--- config.mk ---
export PLATFORM = sky130hd
export DESIGN_NAME = stream_scheduler
export DESIGN_NICKNAME = d
export VERILOG_FILES = /design/src/rtl/stream_scheduler_pkg.sv /design/src/rtl/rr_pick.sv /design/src/rtl/stream_scheduler.sv
export SDC_FILE = /design/constraint.sdc
export NUM_CORES = 1
export LEC_CHECK = 0
export CAP_MARGIN = 20
export CORE_MARGIN = 3
export CORE_UTILIZATION = 48
export DETAILED_ROUTE_END_ITERATION = 12
export PLACE_DENSITY = 0.78
export SKIP_LAST_GASP = 1
export SLEW_MARGIN = 0
export SYNTH_ARGS = -nofsm -noshare
export SYNTH_HDL_FRONTEND = slang
export SYNTH_SLANG_ARGS = --single-unit
--- constraint.sdc ---
create_clock -name SYS_CLK -period 2.45 [get_ports SYS_CLK]
set_clock_uncertainty 0.05 [all_clocks]
set_input_delay 0.49 -clock SYS_CLK [delete_from_list [all_inputs] [get_ports SYS_CLK]]
set_output_delay 0.49 -clock SYS_CLK [all_outputs]
set_load 0.02 [all_outputs]
--- src/rtl/stream_scheduler_pkg.sv ---
// stream_scheduler_pkg: register addresses and helpers shared by the stream scheduler
package stream_scheduler_pkg;
  localparam logic [7:0] ADDR_SCHED_EN      = 8'h20;
  localparam logic [7:0] ADDR_SCHED_W_FIRST = 8'h21;
  localparam logic [7:0] ADDR_SCHED_W_LAST  = 8'h24;
  function automatic logic [3:0] onehot(input logic [1:0] i);
    return 4'b0001 << i;
  endfunction
endpackage

--- src/rtl/rr_pick.sv ---
// rr_pick: rotate-priority picker, first set bit of cand searching upward from start
module rr_pick (
  input  logic [3:0] cand,
  input  logic [1:0] start,
  output logic       found,
  output logic [1:0] idx
);
  always_comb begin
    idx = start;
    for (int i = 3; i >= 0; i--)
      if (cand[start + 2'(i)]) idx = start + 2'(i);
  end
  assign found = |cand;
endmodule

--- src/rtl/stream_scheduler.sv ---
// stream_scheduler: weighted round-robin slot scheduler with SPI-written mask/weights and watchdog
module stream_scheduler
  import stream_scheduler_pkg::*;
#(
  parameter int N_SRC   = 4,
  parameter int W_BITS  = 4,
  parameter int TIMEOUT = 400
) (
  input  logic             SYS_CLK,
  input  logic             RST,
  input  logic [N_SRC-1:0] REQ,
  input  logic             SLOT_DONE,
  input  logic [7:0]       SPI_ADDRESS,
  input  logic [7:0]       SPI_DATA,
  input  logic             RISING_SS,
  output logic [N_SRC-1:0] GRANT,
  output logic             GRANT_VALID,
  output logic [1:0]       GRANT_ID,
  output logic             TIMEOUT_ERR
);
  localparam int WD_BITS = $clog2(TIMEOUT + 1);
  typedef enum logic {IDLE, BUSY} state_t;
  state_t state, state_nx;
  logic [N_SRC-1:0] en, cand;
  logic [W_BITS-1:0] w [N_SRC];
  logic [W_BITS-1:0] credit, credit_nx;
  logic [1:0] ptr, ptr_nx, gid, idx;
  logic [WD_BITS-1:0] wd;
  logic [7:0] woff;
  logic found, grant_now, timeout_now, wr_en, wr_w, unused_bits;
  assign cand  = REQ & en;
  assign wr_en = RISING_SS && SPI_ADDRESS == ADDR_SCHED_EN;
  assign wr_w  = RISING_SS && SPI_ADDRESS >= ADDR_SCHED_W_FIRST && SPI_ADDRESS <= ADDR_SCHED_W_LAST;
  assign woff  = SPI_ADDRESS - ADDR_SCHED_W_FIRST;
  assign unused_bits = ^woff[7:2];
  rr_pick u_pick (.cand(cand), .start(ptr + 2'd1), .found(found), .idx(idx));
  always_ff @(posedge SYS_CLK)
    state <= RST ? IDLE : state_nx;
  always_comb begin
    state_nx    = state;
    ptr_nx      = ptr;
    credit_nx   = credit;
    grant_now   = 1'b0;
    timeout_now = 1'b0;
    if (state == IDLE && found) begin
      grant_now = 1'b1;
      state_nx  = BUSY;
      if (cand[ptr] && credit != '0) credit_nx = credit - W_BITS'(1);
      else begin
        ptr_nx    = idx;
        credit_nx = w[idx] - W_BITS'(1);
      end
    end else if (state == BUSY && (SLOT_DONE || wd == WD_BITS'(TIMEOUT - 1))) begin
      state_nx    = IDLE;
      timeout_now = !SLOT_DONE;
    end
  end
  always_ff @(posedge SYS_CLK) begin
    if (RST) begin
      en          <= '1;
      for (int i = 0; i < N_SRC; i++) w[i] <= W_BITS'(1);
      ptr         <= 2'd3;
      credit      <= '0;
      wd          <= '0;
      gid         <= '0;
      TIMEOUT_ERR <= 1'b0;
    end else begin
      ptr         <= ptr_nx;
      credit      <= credit_nx;
      wd          <= state == BUSY ? wd + 1'b1 : '0;
      TIMEOUT_ERR <= timeout_now | (TIMEOUT_ERR & ~(wr_en & SPI_DATA[7]));
      if (grant_now) gid <= ptr_nx;
      if (wr_en) begin
        en <= SPI_DATA[N_SRC-1:0];
        // masking the live source mid-slot forfeits its remaining credit
        if (state == BUSY && !SPI_DATA[gid]) credit <= '0;
      end
      if (wr_w) w[woff[1:0]] <= SPI_DATA[W_BITS-1:0] == '0 ? W_BITS'(1) : SPI_DATA[W_BITS-1:0];
    end
  end
  assign GRANT_VALID = state == BUSY;
  assign GRANT       = GRANT_VALID ? onehot(gid) : '0;
  assign GRANT_ID    = GRANT_VALID ? gid : 2'd0;
endmodule

Yosys cells after proc, flatten, opt, wreduce, memory -nomap -nowiden:

Memory sizes are Yosys's and may differ from the RTL's.
Index checks and enable logic that the tools add are counted.

* add/subtract/negate cells: 8
* multipliers: 0
* div/mod/pow operators: 0
* order comparisons: 8
* equal/unequal tests: 2
* shift operators: 1
* multiplexer cells: 38
* bitwise logic cells: 6
* reduce and logical (&&, ||, !) cells: 16

Operators with widths (count)
* $mux 4: 7
* $mux 1: 17
* $mux 2: 8
* $lt 2x3->1 const B: 5
* $bmux 1 s2: 6
* $add 9x1->9 const B: 1
* $eq 9x9->1 const B: 1
* $eq 8x6->1 const B: 1
* $ge 8x6->1 const B: 1
* $le 8x6->1 const B: 1
* $reduce_or 4->1: 2
* $sub 4x1->4 const B: 2
* $logic_and 1x1->1: 7
* $add 2x1->2 const B: 2
* $add 2x2->2 const B: 2
* $and 4x4->4: 1
* $logic_not 4->1: 1
* $lt 2x4->1 const B: 1
* $reduce_bool 4->1: 1
* $shl 1x2->4 const A: 1
* $and 1x1->1: 2
* $logic_not 1->1: 2
* $not 1->1: 2
* $reduce_bool 2->1: 1
* other kinds (4): 4

* register bits: 23
* bits in latches: 0
* memory bits (writable): 16
* memory bits (read-only): 0
* output and inout port bits: 8
* memories kept: 1

Memory list
* w: words 4, bits a word 4, read ports 1, clocked after Yosys merged registers in 0, wr ports 4, line stream_scheduler.sv:25 `logic [W_BITS-1:0] w [N_SRC];`

Depth between registers and ports, before layout:

An unclocked memory read counts as a cell.

* depth in word-level cells: 14
* gate-level depth with buffers: 11
* mapped depth without buffers: 10

Modules after synthesis:

A second synthesis with hierarchy kept.

* cell total of the unflattened synthesis: 207
* area total of the unflattened synthesis: 2072.0 um^2

Modules (own cells, without submodules)
* stream_scheduler: times used 1, cells each 191, area each 1971.9 um^2, sequential area each 940.9 um^2
* rr_pick: times used 1, cells each 16, area each 100.1 um^2, sequential area each 0.0 um^2

Worst setup path before layout:

Ideal clock, no wire load.

* path type: input port to flip-flop
* start point: input SPI_ADDRESS[0]
* end point: memory w[1][0] (enable)
* library setup time: 0.361 ns
* data arrival time: 2.096 ns
* path slack: -0.058 ns
* stages: 8
* buffers on the path: 1
* cells stage by stage: clkbuf_1 inv_1 ha_1 nand4b_1 nand4_1 nor2_1 nand2_1 o21ai_0

RTL lines
* from (decl): line stream_scheduler.sv:13 `input logic [7:0] SPI_ADDRESS,`
* to (decl): line stream_scheduler.sv:25

Final worst setup path:

* start point: register en[1]
* end point: register credit[3]

* word-level cells in the longest chain between the ends: 13
* elaborated cells on any way between the ends: 24
* those cells by class: add/sub: 1; mux: 18; bitwise: 1; reduce/logical: 3; memory: 1

RTL lines
* from (decl): line stream_scheduler.sv:24 `logic [N_SRC-1:0] en, cand;`
* from (signal assigned): line stream_scheduler.sv:74 `en <= SPI_DATA[N_SRC-1:0];`
* $and 4x4->4 *: line stream_scheduler.sv:31 `assign cand = REQ & en;`
* $bmux 1 s2: line rr_pick.sv:11 `if (cand[start + 2'(i)]) idx = start + 2'(i);`
* $mux 1 (not written as such): line rr_pick.sv:11
* $mux 2 (4 in a row): line rr_pick.sv:11
* $mem_v2 4x4
* $sub 4x1->4: line stream_scheduler.sv:51 `credit_nx = w[idx] - W_BITS'(1);`
* $mux 4: line stream_scheduler.sv:48 `if (cand[ptr] && credit != '0) credit_nx = credit - W_BITS'(1);`
* $mux 4 *: line stream_scheduler.sv:45 `if (state == IDLE && found) begin`
* $mux 4: line stream_scheduler.sv:76 `if (state == BUSY && !SPI_DATA[gid]) credit <= '0;`
* $mux 4 *: line stream_scheduler.sv:73 `if (wr_en) begin`
* to (signal assigned): line stream_scheduler.sv:69 `credit <= credit_nx;`
* to (decl): line stream_scheduler.sv:26 `logic [W_BITS-1:0] credit, credit_nx;`

Mark *: on every way between the ends. The rest lies on a longest branch, timed or not. The select of a mux whose other input is x is not followed.
A chain may end at the register's enable or synchronous reset.

==> results.sh <==
export IMPL_reg2reg_depth=8
export IMPL_synth_async_sr_flop_share_pct=0
export IMPL_power_density_mw_per_mm2=861
export IMPL_period_share_pct=97.2
export IMPL_io_buffers=28
export IMPL_synth_seq_cells=39
export IMPL_rsz0062_at_grt="true"
export IMPL_synth_flop_cell="dfxtp_1"
export IMPL_grt_usage_pct=20.8
export IMPL_crit_fanout=5
export IMPL_final_nets=326
export IMPL_r2r_end="credit[3]"
export IMPL_cts_tree="yes"
export IMPL_place_congestion=0.914
export IMPL_htreeDepth=2
export IMPL_yosys_warnings=0
export IMPL_relSlewSlack_pct=70.1
export IMPL_end_kind="flop"
export IMPL_final_cells=348
export IMPL_period_needed_ns=2.38
export IMPL_drcViolationCount=0
export IMPL_syn_num_nets=257
export IMPL_clock_tree_buffer_depth=2
export IMPL_hold_path_end="wd[0]"
export IMPL_hold_class="flop to flop"
export IMPL_vias=2054
export IMPL_clkSinkCount=39
export IMPL_fmax_ghz=0.420
export IMPL_yosysTopAreaCell="edfxtp_1"
export IMPL_syn_area_mm2=0.00213
export IMPL_stdcell_area_mm2=0.00302
export IMPL_dp_cells=331
export IMPL_fp_coreArea_mm2=0.00414
export IMPL_status="finished, final reports clean"
export IMPL_final_util_pct=72.8
export IMPL_min_delay_start="wd[0]"
export IMPL_avgSynthCellArea_um2=9.36
export IMPL_wl_mm=5.48
export IMPL_hpwl_mm=3.80
export IMPL_area_growth_pct=41.3
export IMPL_start_util_pct=51.5
export IMPL_grt_pass1_vias=1977
export IMPL_synth_edf_count=16
export IMPL_finalPower_uw=2600
export IMPL_avgRoutedWirePerCell_um=15.7
export IMPL_start_kind="flop"
export IMPL_drive_gt1_share_pct=28.2
export IMPL_maxCapViolations=0
export IMPL_synth_top_area_share_pct=22.5
export IMPL_grt_first_pass_wirelength_mm=8.69
export IMPL_reg2reg_from="en[1]"
export IMPL_ios=32
export IMPL_setup_viol=0
export IMPL_synth_cells=228
export IMPL_antenna_cells=0
export IMPL_peakVddDrop_mv=0.429
export IMPL_antenna_found_initial=0
export IMPL_holdBufCountCts=0
export IMPL_cts_made_buffers=5
export IMPL_ys_top_cells_by_area="edfxtp_1 23%, dfxtp_1 22%, mux2i_1 4.7%"
export IMPL_clk_latency_ns=0.30
export IMPL_cts_clk_slew_worst_paths_ns=0.08
export IMPL_cts_root_buf="clkbuf_8"
export IMPL_worst_pin_slew_ns=0.444
export IMPL_dieWidth_um=72.7
export IMPL_placed_area_mm2=0.00268
export IMPL_ys_types=54
export IMPL_vias_per_cell=5.90
export IMPL_drtIter0Drc=121
export IMPL_gr_total_overflow=0
export IMPL_fp_dieArea_mm2=0.00528
export IMPL_die_h_um=72.7
export IMPL_seq_area_frac_synth_pct=44.1
export IMPL_reg2reg_slack_ns=0.07
export IMPL_grt_max_degree=14
export IMPL_detail_route_antenna_nets=0
export IMPL_arrival_ns=2.55
export IMPL_critPathKind="flop to flop"
export IMPL_num_rows=23
export IMPL_num_fill_cells=306
export IMPL_leakage_uw=0.00119
export IMPL_final_hold_violation_count=0
export IMPL_min_path_cells=1
export IMPL_critPathRequiredTime_ns=2.62
export IMPL_drv_slew=0
export IMPL_firstDrtPassIters=5
-- critical path: stages, from the launching register on --
cell and delay, ns:
dfxtp_1 0.42, nand2_2 0.11, mux4_2 0.47, buf_4 0.15, o21bai_1 0.16, buf_4 0.20, o22ai_1 0.13, or4_4 0.50
o32ai_2 0.10
-- layer usage --
layer	vias to the layer above	GRT usage, %	routed length [um]
met4	0	7.99	92
met1	967	25.8	2280
li1	989	-	-
met3	10	3.86	333
met5	-	0	0
met2	88	35.7	2770
-- power breakdown --
| group | total [uW] | switching (uW) | internal (uW) |
|---|---|---|---|
| registers | 829 | 86.4 | 743 |
| logic | 1220 | 565 | 658 |
| clock network | 543 | 249 | 294 |
| total | 2600 | 900 | 1690 |
-- cells in the final DEF, fill, tap and decap left out, types with 3 or more instances in the layout --
cell type and instances:
clkbuf_8 6, nand2_2 4, mux2i_1 4, xnor2_1 3
nor4_1 6, clkdlybuf4s50_1 24, a21oi_1 12, nand2_1 20
nor2_1 19, o21ai_0 8, nand4_1 3, mux2i_4 4
edfxtp_1 16, xor2_1 3, nand3_1 5, dfxtp_1 20
buf_4 38, and3_1 5, o22ai_1 3, nor3_1 10
and2_1 5, o211ai_1 6, inv_1 10, ha_1 4
o21ai_1 3
-- Yosys cell counts (all sizes together), types with 5 or more instances --
| master | instances |
|---|---|
| nand2 | 24 |
| dfxtp | 23 |
| nor2 | 19 |
| edfxtp | 16 |
| a21oi | 14 |
| inv | 11 |
| o21ai | 11 |
| mux2i | 10 |
| nor3 | 10 |
| and2 | 7 |
| nor4 | 6 |
| o211ai | 6 |
| o22ai | 6 |
| and3 | 5 |
| clkbuf | 5 |
| ha | 5 |
| nand3 | 5 |
-- cell families after synthesis --
family	Yosys count	share of synthesized area, %
and+or+nand+nor	95	23.1
AOI/OAI and AO/OA	51	15.3
DFF	39	44.1
buffers and inverters	18	3.58
muxes	14	8.56
xor gates and xnor gates	6	2.46
adders and majority gates	5	2.93
-- final cells by class --
class	count	area, um^2	area share [%]
Inverter	11	41.3	1.37
Clock inverter	1	8.76	0.290
Clock buffer	7	108	3.57
Tap cell	50	62.6	2.07
Sequential cell	39	947	31.4
Multi-Input combinational cell	171	1240	41.2
Timing Repair Buffer	69	606	20.1
-- stage by stage --
stage	setup slack, ns	setup TNS, ns	hold slack [ns]
final	0.0686	0	0.417
after global routing	-0.0239	-0.0459	0.440
after CTS	0.00338	0	0.421
after detailed placement	-0.536	-5.09	0.408
after global placement	-0.466	-3.87	0.380
after floorplan	-0.00355	-0.00355	0.363
-- state kept, by name, summed over array words and instances (netlist names) --
register and cells:
w 16, wd 9, credit 4, en 4, gid 2, ptr 2
GRANT_VALID 1, TIMEOUT_ERR 1
-- what timing repair did --
action,4_1_cts,5_1_grt
setup endpoints to repair,4,5
pin swaps,6,9
setup buffers,6,3
gates resized for setup,10,31
-- how the worst max path moves through the flow --
stage | start | to | slack (ns) | depth (start not counted)
after floorplan | SPI_ADDRESS[0] | w[2][0] | -0.004 | 8
after global placement | REQ[0] | credit[3] | -0.47 | 10
after detailed placement | REQ[0] | credit[2] | -0.54 | 13
after CTS | REQ[0] | credit[3] | 0.003 | 10
after global routing | en[1] | credit[1] | -0.02 | 9
final | en[1] | credit[3] | 0.07 | 8
No activity file was read; power rests on OpenSTA's default activity.
